==> config.mk <==
export PLATFORM = sky130hd
export DESIGN_NAME = axis_i2s2_follower
export DESIGN_NICKNAME = d
export VERILOG_FILES = /design/src/rtl/axis_i2s2_follower.sv
export SDC_FILE = /design/constraint.sdc
export NUM_CORES = 1
export LEC_CHECK = 0
export CAP_MARGIN = 20
export CORE_UTILIZATION = 49
export DETAILED_ROUTE_END_ITERATION = 8
export PLACE_DENSITY = 0.66
export SYNTH_ARGS = -nofsm -noshare
export SYNTH_HDL_FRONTEND = slang
export SYNTH_SLANG_ARGS = --single-unit
==> constraint.sdc <==
create_clock -name axis_clk -period 3.4 [get_ports axis_clk]
set_clock_uncertainty 0.15 [all_clocks]
set_input_delay 0.51 -clock axis_clk [delete_from_list [all_inputs] [get_ports axis_clk]]
set_output_delay 0.51 -clock axis_clk [all_outputs]
set_load 0.01 [all_outputs]
==> src/rtl/axis_i2s2_follower.sv <==
// -----------------------------------------------------------------------------
// axis_i2s2_follower
//
// Codec-side I2S endpoint. The bit clock and word select are driven by an
// external controller. They are synchronised into axis_clk, and all framing is
// done on the synchronised sclk rising edge. Received left/right samples are
// presented as a two-beat AXI-Stream frame (L with last=0, then R with last=1).
// One buffered AXI-Stream L/R frame is serialised back onto sdout.
//
// Ports:
//   axis_clk, axis_resetn    system clock (>= 8x sclk), async active-low reset
//   i2s_sclk, i2s_lrck       bit clock and word select (0 = left, 1 = right)
//   i2s_sdin / i2s_sdout     serial data from / to the controller, MSB first
//   rx_axis_m_*              received stereo frame, last marks the right beat
//   tx_axis_s_*              frame to transmit, last=0 left beat, last=1 right
//   overrun                  sticky: a received frame was dropped
//   underrun                 sticky: a left/right slot pair went out with no frame
// -----------------------------------------------------------------------------
module axis_i2s2_follower #(
   parameter int unsigned DATA_WIDTH  = 24,
   parameter int unsigned SYNC_STAGES = 2   // must be >= 2
) (
   input  logic                  axis_clk,
   input  logic                  axis_resetn,
   input  logic                  i2s_sclk,
   input  logic                  i2s_lrck,
   input  logic                  i2s_sdin,
   output logic                  i2s_sdout,
   output logic [DATA_WIDTH-1:0] rx_axis_m_data,
   output logic                  rx_axis_m_valid,
   input  logic                  rx_axis_m_ready,
   output logic                  rx_axis_m_last,
   input  logic [DATA_WIDTH-1:0] tx_axis_s_data,
   input  logic                  tx_axis_s_valid,
   output logic                  tx_axis_s_ready,
   input  logic                  tx_axis_s_last,
   output logic                  overrun,
   output logic                  underrun
);

   localparam int unsigned CntW = $clog2(DATA_WIDTH + 2);
   localparam logic [CntW-1:0] CntWord = CntW'(DATA_WIDTH);
   localparam logic [CntW-1:0] CntMax  = CntW'(DATA_WIDTH + 1);

   typedef enum logic [1:0] {
      RxIdle,
      RxLeft,
      RxRight
   } rx_state_e;

   // ---------------------------------------------------------------------------
   // Input synchronisers
   // ---------------------------------------------------------------------------
   logic [SYNC_STAGES-1:0] sclk_sync_q;
   logic [SYNC_STAGES-1:0] lrck_sync_q;
   logic [SYNC_STAGES-1:0] sdin_sync_q;
   logic                   sclk_s;
   logic                   lrck_s;
   logic                   sdin_s;

   always_ff @(posedge axis_clk or negedge axis_resetn) begin
      if (!axis_resetn) begin
         sclk_sync_q <= '0;
         lrck_sync_q <= '0;
         sdin_sync_q <= '0;
      end else begin
         sclk_sync_q <= {sclk_sync_q[SYNC_STAGES-2:0], i2s_sclk};
         lrck_sync_q <= {lrck_sync_q[SYNC_STAGES-2:0], i2s_lrck};
         sdin_sync_q <= {sdin_sync_q[SYNC_STAGES-2:0], i2s_sdin};
      end
   end

   assign sclk_s = sclk_sync_q[SYNC_STAGES-1];
   assign lrck_s = lrck_sync_q[SYNC_STAGES-1];
   assign sdin_s = sdin_sync_q[SYNC_STAGES-1];

   // ---------------------------------------------------------------------------
   // Slot framing
   // ---------------------------------------------------------------------------
   logic                  sclk_prev_q;
   logic                  ch_q;          // lrck seen at the previous rise = current channel
   logic [CntW-1:0]       bit_cnt_q;
   logic [CntW-1:0]       cnt_next;
   logic [DATA_WIDTH-1:0] rx_shift_q;
   logic [DATA_WIDTH-1:0] word_in;
   logic [DATA_WIDTH-1:0] left_word_q;
   logic                  left_armed_q;  // a 1->0 channel start has been seen since reset
   logic                  left_valid_q;  // left word of the current frame is held
   logic                  rise;
   logic                  ch_start;
   logic                  start_left;
   logic                  start_right;
   logic                  bit_in;
   logic                  word_done;
   logic                  left_done;
   logic                  frame_done;

   always_comb begin
      rise        = sclk_s & ~sclk_prev_q;
      ch_start    = rise & (lrck_s != ch_q);
      start_left  = ch_start & ~lrck_s;
      start_right = ch_start & lrck_s;

      cnt_next = bit_cnt_q;
      if (ch_start) begin
         cnt_next = '0;
      end else if (rise && bit_cnt_q != CntMax) begin
         cnt_next = bit_cnt_q + CntW'(1);
      end

      bit_in     = rise & ~ch_start & (cnt_next != '0) & (cnt_next <= CntWord);
      word_done  = bit_in & (cnt_next == CntWord);
      word_in    = {rx_shift_q[DATA_WIDTH-2:0], sdin_s};
      // Words before lock, or a right word without its left partner, fall through.
      left_done  = word_done & ~ch_q & left_armed_q;
      frame_done = word_done & ch_q & left_valid_q;
   end

   always_ff @(posedge axis_clk or negedge axis_resetn) begin
      if (!axis_resetn) begin
         sclk_prev_q  <= 1'b0;
         ch_q         <= 1'b0;
         bit_cnt_q    <= '0;
         rx_shift_q   <= '0;
         left_word_q  <= '0;
         left_armed_q <= 1'b0;
         left_valid_q <= 1'b0;
      end else begin
         sclk_prev_q <= sclk_s;
         bit_cnt_q   <= cnt_next;
         if (rise) begin
            ch_q <= lrck_s;
         end
         if (bit_in) begin
            rx_shift_q <= word_in;
         end
         if (start_left) begin
            left_armed_q <= 1'b1;
            left_valid_q <= 1'b0;
         end else if (left_done) begin
            left_word_q  <= word_in;
            left_valid_q <= 1'b1;
         end else if (frame_done) begin
            left_valid_q <= 1'b0;
         end
      end
   end

   // ---------------------------------------------------------------------------
   // RX stream output
   // ---------------------------------------------------------------------------
   rx_state_e             rx_state_q;
   rx_state_e             rx_state_d;
   logic [DATA_WIDTH-1:0] frame_l_q;
   logic [DATA_WIDTH-1:0] frame_r_q;
   logic                  frame_load;
   logic                  overrun_q;
   logic                  overrun_d;

   always_comb begin
      rx_state_d = rx_state_q;
      frame_load = 1'b0;
      overrun_d  = overrun_q;
      unique case (rx_state_q)
         RxIdle: begin
            if (frame_done) begin
               rx_state_d = RxLeft;
               frame_load = 1'b1;
            end
         end
         RxLeft: begin
            if (rx_axis_m_ready) begin
               rx_state_d = RxRight;
            end
            // The right beat is still owed, so a new frame cannot be taken.
            if (frame_done) begin
               overrun_d = 1'b1;
            end
         end
         RxRight: begin
            if (rx_axis_m_ready) begin
               rx_state_d = RxIdle;
               // Last beat leaves on this edge, so a completing frame fits.
               if (frame_done) begin
                  rx_state_d = RxLeft;
                  frame_load = 1'b1;
               end
            end else if (frame_done) begin
               overrun_d = 1'b1;
            end
         end
         default: rx_state_d = RxIdle;
      endcase
   end

   always_ff @(posedge axis_clk or negedge axis_resetn) begin
      if (!axis_resetn) begin
         rx_state_q <= RxIdle;
         frame_l_q  <= '0;
         frame_r_q  <= '0;
         overrun_q  <= 1'b0;
      end else begin
         rx_state_q <= rx_state_d;
         overrun_q  <= overrun_d;
         if (frame_load) begin
            frame_l_q <= left_word_q;
            frame_r_q <= word_in;
         end
      end
   end

   assign rx_axis_m_valid = (rx_state_q != RxIdle);
   assign rx_axis_m_last  = (rx_state_q == RxRight);
   assign rx_axis_m_data  = (rx_state_q == RxRight) ? frame_r_q : frame_l_q;
   assign overrun         = overrun_q;

   // ---------------------------------------------------------------------------
   // TX holding frame and serialiser
   // ---------------------------------------------------------------------------
   logic [DATA_WIDTH-1:0] tx_l_q;
   logic [DATA_WIDTH-1:0] tx_r_q;
   logic                  frame_full_q;
   logic                  frame_full_d;
   logic                  tx_ready_q;
   logic                  tx_accept;
   logic [DATA_WIDTH-1:0] tx_shift_q;
   logic [DATA_WIDTH-1:0] tx_shift_d;
   logic [DATA_WIDTH-1:0] tx_stage_q;
   logic [DATA_WIDTH-1:0] tx_stage_d;
   logic                  sdout_q;
   logic                  sdout_d;
   logic                  underrun_q;
   logic                  underrun_d;

   assign tx_accept = tx_axis_s_valid & tx_ready_q;

   always_comb begin
      frame_full_d = frame_full_q;
      if (start_left && frame_full_q) begin
         frame_full_d = 1'b0;
      end
      if (tx_accept && tx_axis_s_last) begin
         frame_full_d = 1'b1;
      end
   end

   always_comb begin
      tx_shift_d = tx_shift_q;
      tx_stage_d = tx_stage_q;
      sdout_d    = sdout_q;
      underrun_d = underrun_q;
      if (start_left) begin
         if (frame_full_q) begin
            tx_shift_d = tx_l_q;
            tx_stage_d = tx_r_q;
         end else begin
            tx_shift_d = '0;
            tx_stage_d = '0;
            underrun_d = 1'b1;
         end
         sdout_d = tx_shift_d[DATA_WIDTH-1];
      end else if (start_right) begin
         tx_shift_d = tx_stage_q;
         sdout_d    = tx_stage_q[DATA_WIDTH-1];
      end else if (rise) begin
         // The MSB went out at the channel start; each later rise presents the
         // next bit so it is stable for the controller's following sample.
         if (cnt_next < CntWord) begin
            sdout_d    = tx_shift_q[DATA_WIDTH-2];
            tx_shift_d = tx_shift_q << 1;
         end else begin
            sdout_d = 1'b0;
         end
      end
   end

   always_ff @(posedge axis_clk or negedge axis_resetn) begin
      if (!axis_resetn) begin
         tx_l_q       <= '0;
         tx_r_q       <= '0;
         frame_full_q <= 1'b0;
         tx_ready_q   <= 1'b0;
         tx_shift_q   <= '0;
         tx_stage_q   <= '0;
         sdout_q      <= 1'b0;
         underrun_q   <= 1'b0;
      end else begin
         frame_full_q <= frame_full_d;
         tx_ready_q   <= ~frame_full_d;
         tx_shift_q   <= tx_shift_d;
         tx_stage_q   <= tx_stage_d;
         sdout_q      <= sdout_d;
         underrun_q   <= underrun_d;
         if (tx_accept) begin
            if (tx_axis_s_last) begin
               tx_r_q <= tx_axis_s_data;
            end else begin
               tx_l_q <= tx_axis_s_data;
            end
         end
      end
   end

   assign tx_axis_s_ready = tx_ready_q;
   assign i2s_sdout       = sdout_q;
   assign underrun        = underrun_q;

endmodule

# == Yosys cells after proc, flatten, opt, wreduce, memory -nomap -nowiden ==
# Index checks and enable logic that the tools add are counted.
# totals
reg_bits,212
out_inout_bits,30
# classes
bitwise,21
magnitude_cmp,2
add_sub_neg,1
n_mux,29
reduce_logical,17
eq_ne,9
# op_table
operator,n
23-bit two-way mux,4
24-bit two-way mux,3
1-bit two-way mux,14
1-bit bitwise AND,13
2-bit AND reduction,6
5-bit two-way mux,2
3-bit nonzero test,3
"2-bit != test, second input constant",4
1-bit inverter,8
2-bit two-way mux,3
2-bit one-hot mux with 3 select lines,1
"5-bit by 1-bit adder with 5-bit output, second input constant",1
"5-bit equality test, second input constant",1
"5-bit less-or-equal comparator, second input constant",1
"5-bit < comparator, second input constant",1
"5-bit != test, second input constant",1
5-bit nonzero test,1
1-bit one-hot mux with 2 select lines,2
2-bit nonzero test,2
1-bit logical AND,3
3-bit AND reduction,1
"2-bit by 1-bit equality test with 1-bit output, second input constant",1
"2-bit equality test, second input constant",1
2-bit logical NOT,1
1-bit != test,1

# == Depth between registers and ports, before layout ==
# depth
depth_word,14
mapped_depth,10
depth_no_buf,8

# == Worst setup path after synthesis ==
# Ideal clock, no wire load.
# synth_path
path_type,flip-flop to flip-flop
from,register ch_q
to,register rx_shift_q[10]
path_stages_with_launch,9
t_arrival_ns,2.261
setup_ns,0.125
path_slack_ns,0.864
cell_sequence,dfrtp_1 buf_4 xnor2_2 and2_4 a22o_4 or4_4 o211ai_4 buf_12 mux2_4
# synth_between
elab_chain_cells,6
word_cells_on_any_way,9
classes_between,order compare: 1; eq/ne: 1; mux: 1; bitwise: 5; reduce/logical: 1
# synth_rtl
item,line,text
from (decl),81,logic ch_q;
from (signal assigned),132,ch_q <= lrck_s;
1-bit != test (*),100,ch_start = rise & (lrck_s != ch_q);
1-bit bitwise AND (*),100,
5-bit two-way mux (*),105,if (ch_start) begin
named net cnt_next[3],83,logic [CntW-1:0] cnt_next;
branches (longest 2 deep; another with 5-bit less-or-equal comparator),--,
1-bit bitwise AND (*),111,bit_in = rise & ~ch_start & (cnt_next != '0) & (cnt_next <= CntWord);
to (signal assigned),135,rx_shift_q <= word_in;
to (decl),84,logic [DATA_WIDTH-1:0] rx_shift_q;
# Mark *: on every way through the listed nets, which the timed path passes.
# A chain may end at the register's enable or synchronous reset.

# == Worst setup path after layout ==
# layout_path
from,register bit_cnt_q[1]
to,register rx_shift_q[0]
# layout_between
elab_chain_cells,7
word_cells_on_any_way,9
classes_between,add/sub: 1; order compare: 1; eq/ne: 1; mux: 2; bitwise: 2; reduce/logical: 2
# layout_rtl
item,line,text
from (decl),82,logic [CntW-1:0] bit_cnt_q;
from (signal assigned),130,bit_cnt_q <= cnt_next;
branches (longest 2 deep; another with 5-bit by 1-bit adder with 5-bit output),--,
5-bit two-way mux (*),107,end else if (rise && bit_cnt_q != CntMax) begin
5-bit two-way mux (*),105,
branches (longest 2 deep; another with 5-bit less-or-equal comparator),--,
1-bit bitwise AND (*),111,
# Mark *: on every way between the ends.

==> summary.md <==
| Metric | Value |
|---|---|
| Status | `completed` |
| Num CTS Buffers | `23` |
| Seq pwr share | `0.493` |
| Worst min path class | `flop to flop` |
| Placed Cells | `approximately 930` |
| Routed Antenna Nets | `0` |
| # DRC | `0` |
| Die area | `18900 um^2` |
| Switching share of total power | `0.262` |
| Number of enable flip-flop cells after synthesis | `0` |
| Largest net degree at the start of global routing | `76` |
| Fin. max-slew vios | `0` |
| DR vias/cell | `5.38` |
| Met1 Usage GRT | `0.226` |
| Fill cells | `1415` |
| Critical Path Start Type | `flop` |
| Seq cells post-synth | `212` |
| I/O pin cnt | `just over 60` |
| VDD IR max | `between 500 and 600 uV` |
| First-pass GRT wire length | `approximately 26000 um` |
| # rows | `roughly 50` |
| Pre-antenna DRT Iters | `4` |
| Root Driver | `clkbuf_16` |
| Worst slew pin tran | `1.02 ns` |
| Clk sinks | `212` |
| WHS | `0.207 ns` |
| Initial antenna violation count | `1` |
| Clk_lat worst skew | `0.49 ns` |
| Most common flop cell mapped by yosys | `dfrtp_1` |
| Async set-reset flop share out of synthesis | `1.00` |
| Grt met2 use | `0.302` |
| Initial Util | `0.501` |
| Total grt overflow | `0` |
| Highest Clock Rate | `325 MHz` |
| H-tree Lvls | `1` |
| Final wirelength | `15700 um` |
| Period Utilization, post-route | `0.906` |
| Gr usage total | `0.177` |
| P_sw | `1.92 mW` |
| Vias | `5205` |
| Internal Pwr Total | `5.39 mW` |
| Syn avg cell area | `13.7 um^2` |
| Req. time, crit path | `3.62 ns` |
| Type of the worst setup path | `flop to flop` |
| CP Max Fanout | `23` |
| Yosys warns | `0` |
| CP endpoint kind | `flop` |
| Die height | `about 140 um` |
| Final cell count without fillers | `968` |
| Top-area cell type share of the netlist area | `0.589` |
| Cell with the most instances after synthesis | `dfrtp_1` |
| Netlist cell types | `45` |
| Nets@finish | `around 760` |
| WP data arrival | `3.30 ns` |
| # port buffers | `61` |
| Post-route minimum period | `3.08 ns` |
| WL per Instance | `around 16 um` |
| Synth area leaders | `dfrtp_1, mux2_2, mux2_4` |
| Routability cong. | `0.740` |
| Largest area contributor in the netlist | `dfrtp_1` |
| Seq/Total Area, Yosys | `0.589` |
| Fin. Hold Viols | `0` |
| Part of the power in combinational logic | `0.179` |
| Die span in x | `between 100 and 150 um` |
| Area of the core | `between 15000 and 20000 um^2` |
| Pwr Density | `689 nW/um^2` |
| GR Layer Usage met3 | `0.0353` |
| Clock-pin slew on the worst setup and hold paths | `0.06 ns` |
| P&R area growth vs syn | `17.8%` |
| Post-CTS Setup Repair Bufs | `0` |
| Bufs on Longest Clock Path | `3` |
| Worst rel slew slack | `0.315` |
| Clock power share | `0.328` |
| Top cells by count, synth | `dfrtp_1, mux2_2, nand2_1` |
| CTS tree | `built` |
| Max-cap violations | `0` |
| Mapped Nets | `693` |
| Antenna fix cells | `0` |
| Global routing's busiest layer | `met2` |
| Mapped cell area | `about 9000 um^2` |
| Vias in the first global route | `5439` |
| Leakage | `5.02 nW` |
| TNS Setup | `0 ns` |
| Detailed Place HPWL | `9760 um` |
| Mapped Cells | `659` |
| Setup Viol. Count Final | `0` |
| Iteration-0 DRC Markers | `between 150 and 200` |
| Layout cells sized above 1 | `0.337` |
| RSZ-0062 raised after global routing | `false` |
-- power groups by stage --
stage | registers (mW) | logic, mW | clock network (mW)
floorplan | 3.49 | 1.04 | 0
global placement | 3.60 | 1.26 | 0
finish | 3.60 | 1.31 | 2.40
CTS | 3.60 | 1.33 | 2.47
detailed placement | 3.64 | 1.33 | 0
global route | 3.69 | 1.48 | 2.58
-- placed cells by master, fill, tap and decap left out, types with 2 or more instances in the layout --
master           synthesis  final
a21oi_1                 52     52
a31oi_1                  4      3
buf_12                   2      3
buf_4                    1     13
bufinv_16                0      2
clkbuf_1                19      5
clkbuf_16                0     23
clkbuf_8                 2      5
clkdlybuf4s50_1          0     60
clkinv_2                 0      4
dfrtp_1                212    212
ha_1                     2      2
inv_1                    4      4
mux2_1                   4      4
mux2_2                 165    165
mux2_4                  20     20
mux2i_1                 23     23
nand2_1                 64     63
nand2b_1                 5      5
nand3_1                  4      4
nand3b_1                 3      3
nand4_1                  2      2
nor2_1                   9      9
nor2b_1                  2      2
o21ai_0                 26     26
-- metal layers --
metal	share of wire	vias up	routed length, um
met2	0.49	91	7710
met4	0.023	2	368
met1	0.45	2622	7000
li1	-	2453	-
met3	0.039	37	610
met5	0.00057	-	9
-- sequential cells by signal, indices dropped and copies added (netlist names) --
signal,count
frame_l_q,24
frame_r_q,24
left_word_q,24
tx_l_q,24
tx_r_q,24
tx_stage_q,24
rx_shift_q,23
tx_shift_q,23
bit_cnt_q,5
lrck_sync_q,2
rx_state_q,2
sclk_sync_q,2
sdin_sync_q,2
ch_q,1
frame_full_q,1
i2s_sdout,1
left_armed_q,1
left_valid_q,1
overrun,1
sclk_prev_q,1
tx_axis_s_ready,1
underrun,1
-- what timing repair did --
item / CTS / global route
hold buffers: 1 / 0
setup endpoints to repair: 0 / 0
resized for setup: 0 / 0
hold endpoints to repair: 72 / 0
-- stage by stage --
stage | instance area (um^2) | utilization | setup WS (ns) | total power [mW]
6_report | 10600 | 0.590 | 0.320 | 7.31
5_1_grt | 10600 | 0.590 | 0.156 | 7.75
4_1_cts | 10600 | 0.590 | 0.289 | 7.41
3_5_place_dp | 9860 | 0.549 | 0.311 | 4.97
3_3_place_gp | 9860 | 0.549 | 0.475 | 4.85
2_1_floorplan | 9000 | - | 0.864 | 4.53
-- logic make-up (layout without fill, tap and decap cells) --
family	Yosys count	in the layout	synth area share
buf+inv	42	122	0.0265
xor+xnor	2	2	0.00278
fa+ha+maj	2	2	0.00278
compound gates	92	92	0.0578
mux	212	212	0.270
simple gates	97	97	0.0507
flops	212	212	0.589
-- worst max-delay path: stages, from the launching register on --
cell and delay [ns]:
dfrtp_1 0.42, inv_1 0.08, ha_1 0.16, nand4b_1 0.13
nand2_1 0.20, mux2i_1 0.41, nor2_1 0.13, o211ai_4 0.84
mux2_2 0.42
-- final timing paths --
check | from | end | slack, ns | cells past startpoint
setup / recovery | bit_cnt_q[1]$_DFF_PN0_ | rx_shift_q[0]$_DFFE_PN0P_ | 0.32 | 8
hold / removal | sdin_sync_q[0]$_DFF_PN0_ | sdin_sync_q[1]$_DFF_PN0_ | 0.21 | 0
setup reg to reg | bit_cnt_q[1]$_DFF_PN0_ | rx_shift_q[0]$_DFFE_PN0P_ | 0.32 | 8
hold reg to reg | sdin_sync_q[0]$_DFF_PN0_ | sdin_sync_q[1]$_DFF_PN0_ | 0.21 | 0
max in group asynchronous | axis_resetn | tx_stage_q[14]$_DFFE_PN0P_ | 1.86 | 3
min in group asynchronous | axis_resetn | rx_shift_q[15]$_DFFE_PN0P_ | 0.45 | 2
-- final cells by class --
class                   instances  area [um^2]  area share
clock buffers                  32          649      0.0612
clock inverters                 7         87.6     0.00826
inverters                       5         18.8     0.00177
multi-input cells             405         3480       0.328
flip-flops and latches        212         5310       0.500
well taps                     229          287      0.0270
repair buffers                 78          782      0.0737
Note: power is estimated with default switching activity, not from simulation.
